<file path="config.mk">
export PLATFORM = sky130hd
export DESIGN_NAME = ray_pixel_source
export DESIGN_NICKNAME = d
export VERILOG_FILES = /design/src/rtl/ray_pixel_source.sv
export SDC_FILE = /design/constraint.sdc
export NUM_CORES = 1
export LEC_CHECK = 0
export BUFFER_PORTS_ARGS = -buffer_cell sky130_fd_sc_hd__buf_4
export CORE_UTILIZATION = 56
export CTS_CLUSTER_SIZE = 16
export DETAILED_ROUTE_END_ITERATION = 6
export MAX_ROUTING_LAYER = met4
export PLACE_DENSITY = 0.83
export RECOVER_POWER = 100
export SYNTH_ARGS = -nofsm -noshare
export SYNTH_HDL_FRONTEND = slang
export SYNTH_SLANG_ARGS = --single-unit
</file>
<file path="constraint.sdc">
create_clock -name aclk -period 4.3 [get_ports aclk]
set_input_delay 0.215 -clock aclk [delete_from_list [all_inputs] [get_ports aclk]]
set_output_delay 0.215 -clock aclk [all_outputs]
set_load 0.05 [all_outputs]
</file>
<file path="src/rtl/ray_pixel_source.sv">
// ray_pixel_source
// Raster pixel coordinate generator. On a start request it scans one frame of
// H_PIXELS x V_PIXELS pixels in raster order and presents each pixel as two
// independent AXI-Stream style beats: the column on the hcount stream and the
// row on the vcount stream. A pixel advances only once both of its beats have
// been accepted, so neither stream can get more than one pixel ahead.
//
// Ports
//   aclk                 rising-edge clock
//   areset               synchronous active-high reset
//   start                one-cycle frame request, honoured only in IDLE
//   abort                terminates the frame in progress (no frame_done)
//   hcount_axis_tdata    pixel column (11 bits)
//   hcount_axis_tvalid   column beat valid
//   hcount_axis_tready   downstream accepts the column beat
//   vcount_axis_tdata    pixel row (10 bits)
//   vcount_axis_tvalid   row beat valid
//   vcount_axis_tready   downstream accepts the row beat
//   busy                 high while a frame is being scanned
//   frame_done           one-cycle pulse after the last pixel completes
//
// Every output is taken straight from a flop, so nothing depends
// combinationally on either tready.

module ray_pixel_source #(
  parameter int H_PIXELS = 640,
  parameter int V_PIXELS = 360
) (
  input  logic        aclk,
  input  logic        areset,
  input  logic        start,
  input  logic        abort,
  output logic [10:0] hcount_axis_tdata,
  output logic        hcount_axis_tvalid,
  input  logic        hcount_axis_tready,
  output logic [9:0]  vcount_axis_tdata,
  output logic        vcount_axis_tvalid,
  input  logic        vcount_axis_tready,
  output logic        busy,
  output logic        frame_done
);

  localparam logic [0:0] IDLE = 1'b0;
  localparam logic [0:0] RUN  = 1'b1;

  localparam logic [10:0] H_LAST = 11'(H_PIXELS - 1);
  localparam logic [9:0]  V_LAST = 10'(V_PIXELS - 1);

  logic [0:0]  state_r, state_s;
  logic [10:0] h_r, h_s;
  logic [9:0]  v_r, v_s;
  logic        hvalid_r, hvalid_s;
  logic        vvalid_r, vvalid_s;
  logic        done_r, done_s;

  logic        h_acc_s;
  logic        v_acc_s;
  logic        pix_done_s;
  logic        last_s;

  // Handshake decode for the current pixel.
  always_comb begin
    h_acc_s = hvalid_r & hcount_axis_tready;
    v_acc_s = vvalid_r & vcount_axis_tready;
    // A stream whose tvalid is already low has delivered its beat for this
    // pixel, so it counts as complete.
    pix_done_s = (h_acc_s | ~hvalid_r) & (v_acc_s | ~vvalid_r);
    last_s     = (h_r == H_LAST) && (v_r == V_LAST);
  end

  // Next-state logic for the scan controller.
  always_comb begin
    state_s  = state_r;
    h_s      = h_r;
    v_s      = v_r;
    hvalid_s = hvalid_r;
    vvalid_s = vvalid_r;
    done_s   = 1'b0;
    case (state_r)
      IDLE: begin
        // A start landing on the frame_done cycle is dropped; abort wins
        // over start.
        if (start && !abort && !done_r) begin
          state_s  = RUN;
          h_s      = 11'd0;
          v_s      = 10'd0;
          hvalid_s = 1'b1;
          vvalid_s = 1'b1;
        end else begin
          hvalid_s = 1'b0;
          vvalid_s = 1'b0;
        end
      end
      RUN: begin
        if (abort) begin
          state_s  = IDLE;
          h_s      = 11'd0;
          v_s      = 10'd0;
          hvalid_s = 1'b0;
          vvalid_s = 1'b0;
        end else if (pix_done_s) begin
          if (last_s) begin
            state_s  = IDLE;
            h_s      = 11'd0;
            v_s      = 10'd0;
            hvalid_s = 1'b0;
            vvalid_s = 1'b0;
            done_s   = 1'b1;
          end else begin
            if (h_r == H_LAST) begin
              h_s = 11'd0;
              v_s = v_r + 10'd1;
            end else begin
              h_s = h_r + 11'd1;
            end
            hvalid_s = 1'b1;
            vvalid_s = 1'b1;
          end
        end else begin
          // Only one beat done: that stream waits for its partner.
          hvalid_s = hvalid_r & ~h_acc_s;
          vvalid_s = vvalid_r & ~v_acc_s;
        end
      end
      default: begin
        state_s  = IDLE;
        h_s      = 11'd0;
        v_s      = 10'd0;
        hvalid_s = 1'b0;
        vvalid_s = 1'b0;
      end
    endcase
  end

  // State and output registers with synchronous reset.
  always_ff @(posedge aclk) begin
    if (areset) begin
      state_r  <= IDLE;
      h_r      <= 11'd0;
      v_r      <= 10'd0;
      hvalid_r <= 1'b0;
      vvalid_r <= 1'b0;
      done_r   <= 1'b0;
    end else begin
      state_r  <= state_s;
      h_r      <= h_s;
      v_r      <= v_s;
      hvalid_r <= hvalid_s;
      vvalid_r <= vvalid_s;
      done_r   <= done_s;
    end
  end

  assign hcount_axis_tdata  = h_r;
  assign hcount_axis_tvalid = hvalid_r;
  assign vcount_axis_tdata  = v_r;
  assign vcount_axis_tvalid = vvalid_r;
  assign busy               = (state_r == RUN);
  assign frame_done         = done_r;

endmodule

</file>
==> results of run 1 <==
[cell type report]
type | count | area, um^2
sequential | 25 | 500.5
timing repair buffer | 30 | 131.4
multi-input combinational | 128 | 798.3
tap | 28 | 35.03
fill | 220 | 737.0
clock inverter | 1 | 5.005
clock buffer | 3 | 22.52
inverter | 1 | 3.754
[layer usage]
metal / part of all wire [%] / wire length [um] / global-route usage [%] / vias to the layer above
li1: - / - / - / 657
met1: 48 / 1488 / 37.17 / 592
met2: 44 / 1367 / 40.22 / 59
met3: 6.0 / 187 / 2.727 / 8
met4: 1.8 / 57 / 10.19 / 0
met5: 0 / 0 / - / -
[flip-flops by register name, summed over array words and instances, names as in the netlist]
signal,count
hcount_axis_tvalid,1
busy,1
vcount_axis_tvalid,1
vcount_axis_tdata,10
frame_done,1
hcount_axis_tdata,11
[synth_stat cells, drive strengths merged (3+ instances only)]
master  number
a211oi       3
a21oi       15
a31oi        5
and3         6
clkbuf       3
dfxtp       25
nand2       13
nand2b       4
nand3       12
nand3b       4
nand4b       3
nor2        10
nor2b        3
nor3         6
nor4         3
o21ai        4
o22ai        3
xnor2        7
[worst max-delay path: stages (launching register included)]
cell      delay, ns
dfxtp_1        0.44
or4b_1         0.20
a21boi_0       0.97
a21o_1         0.41
or2b_1         0.34
nor2_1         0.14
[metrics by stage]
step / setup slack [ns] / std cells / utilization (%)
CTS: 1.973 / 216 / 71.37
floorplan: 1.843 / 158 / -
global placement: 2.072 / 212 / 70.14
finish: 1.744 / 216 / 67.00
detailed placement: 2.007 / 212 / 70.14
global route: 1.467 / 216 / 67.00
[kinds of logic after synthesis]
kind of cell / after synthesis / synth area share (%)
and+or+nand+nor: 79 / 34.37
AOI/OAI and AO/OA: 40 / 19.49
DFF: 25 / 37.66
xor gates and xnor gates: 7 / 4.614
buffers and inverters: 5 / 1.977
adders and majority gates: 2 / 1.883
[path summary, 6_finish.rpt]
path                                            from                   end
worst max-delay path                            busy  hcount_axis_tdata[9]
worst min-delay path                          areset  vcount_axis_tdata[1]
worst max register to register                  busy  hcount_axis_tdata[9]
worst min register to register  vcount_axis_tdata[1]  vcount_axis_tdata[1]
[power by group through the flow]
stage	Combinational [mW]	Sequential [mW]	Clock [mW]
2_1_floorplan	0.0265	0.248	0
3_3_place_gp	0.0443	0.241	0
3_5_place_dp	0.0455	0.241	0
4_1_cts	0.0456	0.236	0.111
5_1_grt	0.0485	0.236	0.119
6_report	0.0441	0.236	0.108
==> out/summary.txt, run 1 <==
Outcome: finished, final reports clean
Initial antenna violation count: 0
Postcts setup bufs: 0
Post-route ant nets: 0
Cell taking the most area after synthesis: dfxtp_1
Synth area leaders: dfxtp_1 38%, a21oi_1 5.6%, xnor2_1 4.6%
First drt pass iteration count: 4
Via density per instance: 6.093
Slew Limit Fails: 0
Htree depth: 1
Combinational share of power: 11.3%
All-Layer GR Usage: 26.86%
Register bit total from synthesis: 25
CTS clk-pin slew, worst paths: 0.14 ns
Port Buf Inserts: 30
Hold path cells: 2
Full die area: 0.002572 mm^2
Data arrival time of the worst path: 2.82 ns
Die Wd: 50.71 um
Startpoint types: flop
Top Ports: 31
Area of the core: 0.002233 mm^2
Final wirelength: 3.101 mm
Reg2reg path depth: 5
Post_cts resized: 0
Yosys warns: 0
Final hold violation count: 0
P_sw: 107.3 uW
Hold buffer count at CTS: 0
Period minus WS final: 2.556 ns
Crit path kind: flop to flop
CTS tree: done
Remaining DRCs: 0
Final setup violation count: 0
Area grow syn2layout: 12.62%
Vias after detailed routing: 1316
Register area share after synthesis: 37.66%
Power share of the clock group: 27.9%
DP Area: 0.001567 mm^2
Drt initial violations: 45
First-pass GRT wire length: 5.216 mm
Power density cells: 259.6 mW/mm^2
Mapped Nets: 166
Sink Count: 25
Hpwl dp: 2.252 mm
Fin crit share: 59.43%
Largest net degree at the start of global routing: 16
CTS Buf Count: 3
Congestion Overflow GR: 0
Mapped cell area: 0.001329 mm^2
Nets: 197
Cells after synthesis: 158
Most frequent cells in the layout: 25 x dfxtp_1, 25 x clkbuf_1, 15 x a21oi_1
Post-route cell area: 0.001496 mm^2
Final Skew: 0.001650 ns
Prevailing post-synth register cell: dfxtp_1
Flop pwr share: 60.7%
Hold Slack: 0.1602 ns
Yosys cell types: 43
Die height: 50.71 um
ANT cells: 0
Clock Path Buffers: 2
Fraction of layout cells with a size suffix above 1: 7.447%
Post-synth EDFFs: 0
Required time of the critical path: 4.57 ns
Initial Utilization: 59.50%
Endpoint class of the critical path: flop
Post-synthesis average cell area: 8.410 um^2
Worst slew pin tran: 1.227 ns
Worst vdd ir: 0.0002128 V
Internal power: 281.2 uW
Worst hold path class: primary input to flop
Asr flop ratio synth: 0%
RSZ-0062 raised after global routing: false
WL/cell: 14.36 um
Pleak: 0.4970 nW
Worst Path Max Fanout: 12
MaxCap Viol Count: 0
Slew headroom: 17.44%
CTS root buf: clkbuf_4
Switching share of power: 27.61%
F_max: 391.3 MHz
R2r setup slk: 1.74 ns
Total negative slack: 0 ns
Synth top area share: 37.66%
Skew-Pair Late Insertion Delay: 0.32 ns
Power after layout: 388.5 uW
Placer Congestion: 0.8169
Vias in the first global route: 1173
Num rows: 17
Power figures use the tool's default switching activity.
==> inputs of run 2 (changes only) <==
Settings changed: CORE_UTILIZATION 56 to 47, PLACE_DENSITY 0.83 to 0.74.
Clock period 4.3 ns to 2.2 ns, I/O delays scaled along.
==> run 2 against run 1 <==
Sequential cell count unchanged. Clock-buffer cell count increased by 1. Critical path depth unchanged. Die area increased by 18%. Largest cell class unchanged.
==> out/summary.txt, run 2 (synthesis results as in run 1) <==
Drt initial violations: 51 (was 45)
Slew headroom: 58.99% (was 17.44%)
Post-route ant nets: 0 (unchanged)
Worst Path Max Fanout: 6 (was 12)
CTS clk-pin slew, worst paths: 0.14 ns (about the same)
Slew Limit Fails: 0 (unchanged)
Port Buf Inserts: 30 (unchanged)
Final setup violation count: 0 (unchanged)
Power density cells: 483.5 mW/mm^2 (was 259.6 mW/mm^2)
Hold_sp: areset (unchanged)
Crit path kind: flop to flop (unchanged)
Remaining DRCs: 0 (unchanged)
DP Area: 0.001647 mm^2 (was 0.001567 mm^2)
Hold Slack: 0.05134 ns (was 0.1602 ns)
CP peak stage delay: 0.53 ns (was 0.97 ns)
Worst r2r src: hcount_axis_tdata[7] (was busy)
Final hold violation count: 0 (unchanged)
Worst vdd ir: 0.0003435 V (was 0.0002128 V)
Hold path cells: 2 (unchanged)
Htree depth: 1 (unchanged)
Commonest non-fill, non-tap cell in the layout: clkbuf_1
Die height: 55.17 um (was 50.71 um)
Hold buffer count at CTS: 0 (unchanged)
Flip-flop count of the largest register after layout: 11 (unchanged)
RSZ-0062 raised after global routing: false (unchanged)
Endpoint class of the critical path: flop (unchanged)
Area grow syn2layout: 19.49% (was 12.62%)
Fin crit share: 96.25% (was 59.43%)
Die Wd: 55.17 um (was 50.71 um)
Vias in the first global route: 1129 (was 1173)
Fraction of layout cells with a size suffix above 1: 16.24% (was 7.447%)
Post-route cell area: 0.001588 mm^2 (was 0.001496 mm^2)
Required time of the critical path: 2.46 ns (was 4.57 ns)
Sink Count: 25 (unchanged)
CTS root buf: clkbuf_4 (unchanged)
Vias after detailed routing: 1358 (was 1316)
Critical-path top delay cell: or4b_4 (was a21boi_0)
Via density per instance: 5.982 (was 6.093)
Final Skew: 0.005791 ns (was 0.001650 ns)
Initial antenna violation count: 0 (unchanged)
All-Layer GR Usage: 22.92% (was 26.86%)
First-pass GRT wire length: 4.940 mm (was 5.216 mm)
Full die area: 0.003044 mm^2 (was 0.002572 mm^2)
Largest net degree at the start of global routing: 16 (unchanged)
First drt pass iteration count: 4 (unchanged)
Period minus WS final: 2.117 ns (was 2.556 ns)
Hold EP: hcount_axis_tdata[6] (was vcount_axis_tdata[1])
CTS tree: done (unchanged)
Reg2reg path depth: 5 (unchanged)
Multi-input logic area: 809.5 um^2 (was 798.3 um^2)
Worst hold path class: primary input to flop (unchanged)
Congestion Overflow GR: 0 (unchanged)
Nets: 206 (was 197)
Outcome: finished, final reports clean (unchanged)
MaxCap Viol Count: 0 (unchanged)
Total negative slack: 0 ns (unchanged)
Layout filler cell count: 275 (was 220)
WL/cell: 14.41 um (was 14.36 um)
ANT cells: 0 (unchanged)
Pleak: 0.5465 nW (was 0.4970 nW)
Most frequent cells in the layout: 27 x clkbuf_1, 17 x dfxtp_1, 14 x a21oi_1 (was 25 x dfxtp_1, 25 x clkbuf_1, 15 x a21oi_1)
Register Area: 515.5 um^2 (was 500.5 um^2)
Data arrival time of the worst path: 2.38 ns (was 2.82 ns)
Num rows: 18 (was 17)
Area of the core: 0.002567 mm^2 (was 0.002233 mm^2)
Top Ports: 31 (unchanged)
Hpwl dp: 2.431 mm (was 2.252 mm)
Placer Congestion: 0.8560 (was 0.8169)
R2r setup slk: 0.08 ns (was 1.74 ns)
Skew-Pair Late Insertion Delay: 0.32 ns (about the same)
Crit-path cells: or4b_4, o31a_4, a21o_1, or4_4, a21oi_2 (was or4b_1, a21boi_0, a21o_1, or2b_1, nor2_1)
Initial Utilization: 51.75% (was 59.50%)
Clock Path Buffers: 2 (unchanged)
Final wirelength: 3.270 mm (was 3.101 mm)
F_max: 472.3 MHz (was 391.3 MHz)
Startpoint types: flop (unchanged)
Worst slew pin tran: 0.6178 ns (was 1.227 ns)
Worst R2R End: vcount_axis_tdata[5] (was hcount_axis_tdata[9])
CTS Buf Count: 3 (unchanged)
==> run 2: cell count changes in the layout (fill, tap and decap cells not counted), moves of 2 or more <==
| cell | before | now |
|---|---|---|
| dfxtp_4 | 0 | 2 |
| clkbuf_1 | 25 | 27 |
| dfxtp_2 | 0 | 6 |
| buf_4 | 5 | 13 |
| dfxtp_1 | 25 | 17 |
==> run 2: report_power, final <==
part           leakage, nW  internal, mW  switching, mW  total, mW
clock network       0.0150        0.0709          0.142      0.212
registers            0.207         0.455        0.00340      0.458
logic                0.325        0.0310         0.0659     0.0969
==> run 2: final cells by class <==
class	instances	area share, %
Multi-Input combinational cell	128	50.99
Timing Repair Buffer	39	12.29
Inverter	1	0.2364
Sequential cell	25	32.47
Clock buffer	4	1.655
Tap cell	30	2.364
==> run 2: stage by stage <==
step | setup slack [ns] | power, mW | instances | utilization [%]
5_1_grt | 0.004158 | 0.7893 | 227 | 61.84
3_3_place_gp | 0.1175 | 0.5641 | 221 | 64.13
3_5_place_dp | 0.09787 | 0.5663 | 221 | 64.13
4_1_cts | 0.06295 | 0.7695 | 225 | 65.16
2_1_floorplan | -0.01494 | 0.5327 | 158 | -
6_report | 0.08251 | 0.7677 | 227 | 61.84
==> run 2: per-layer routing <==
layer  up-vias  global-route usage (%)  wire length (um)
li1        675                       -                 -
met1       641                   30.90              1572
met2        40                   36.95              1551
met3         2                   2.459               142
met4         0                   5.000                 4
met5         -                       -                 0
==> run 2: how the worst max path moves through the flow <==
stage / cells past startpoint / startpoint / to
final: 5 / hcount_axis_tdata[7] / vcount_axis_tdata[5]
after CTS: 5 / hcount_axis_tdata[10] / vcount_axis_tdata[5]
after global routing: 6 / hcount_axis_tdata[0] / vcount_axis_tdata[5]
after floorplan: 6 / hcount_axis_tdata[10] / vcount_axis_tdata[5]
after global placement: 5 / hcount_axis_tdata[10] / vcount_axis_tdata[5]
after detailed placement: 5 / hcount_axis_tdata[10] / vcount_axis_tdata[5]
==> run 2: repair_timing <==
action / 4_1_cts / 5_1_grt
endpoints found under the hold margin: 0 / 0
setup endpoints to repair: 0 / 1
buffers inserted: 0 / 2
resized for setup: 0 / 2
==> run 2: critical path: cells and delay by family, from the launching register on <==
| kind | cells | cell delay [ns] |
|---|---|---|
| DFF | 1 | 0.36 |
| and+or+nand+nor | 2 | 1.05 |
| AOI/OAI and AO/OA | 3 | 0.66 |
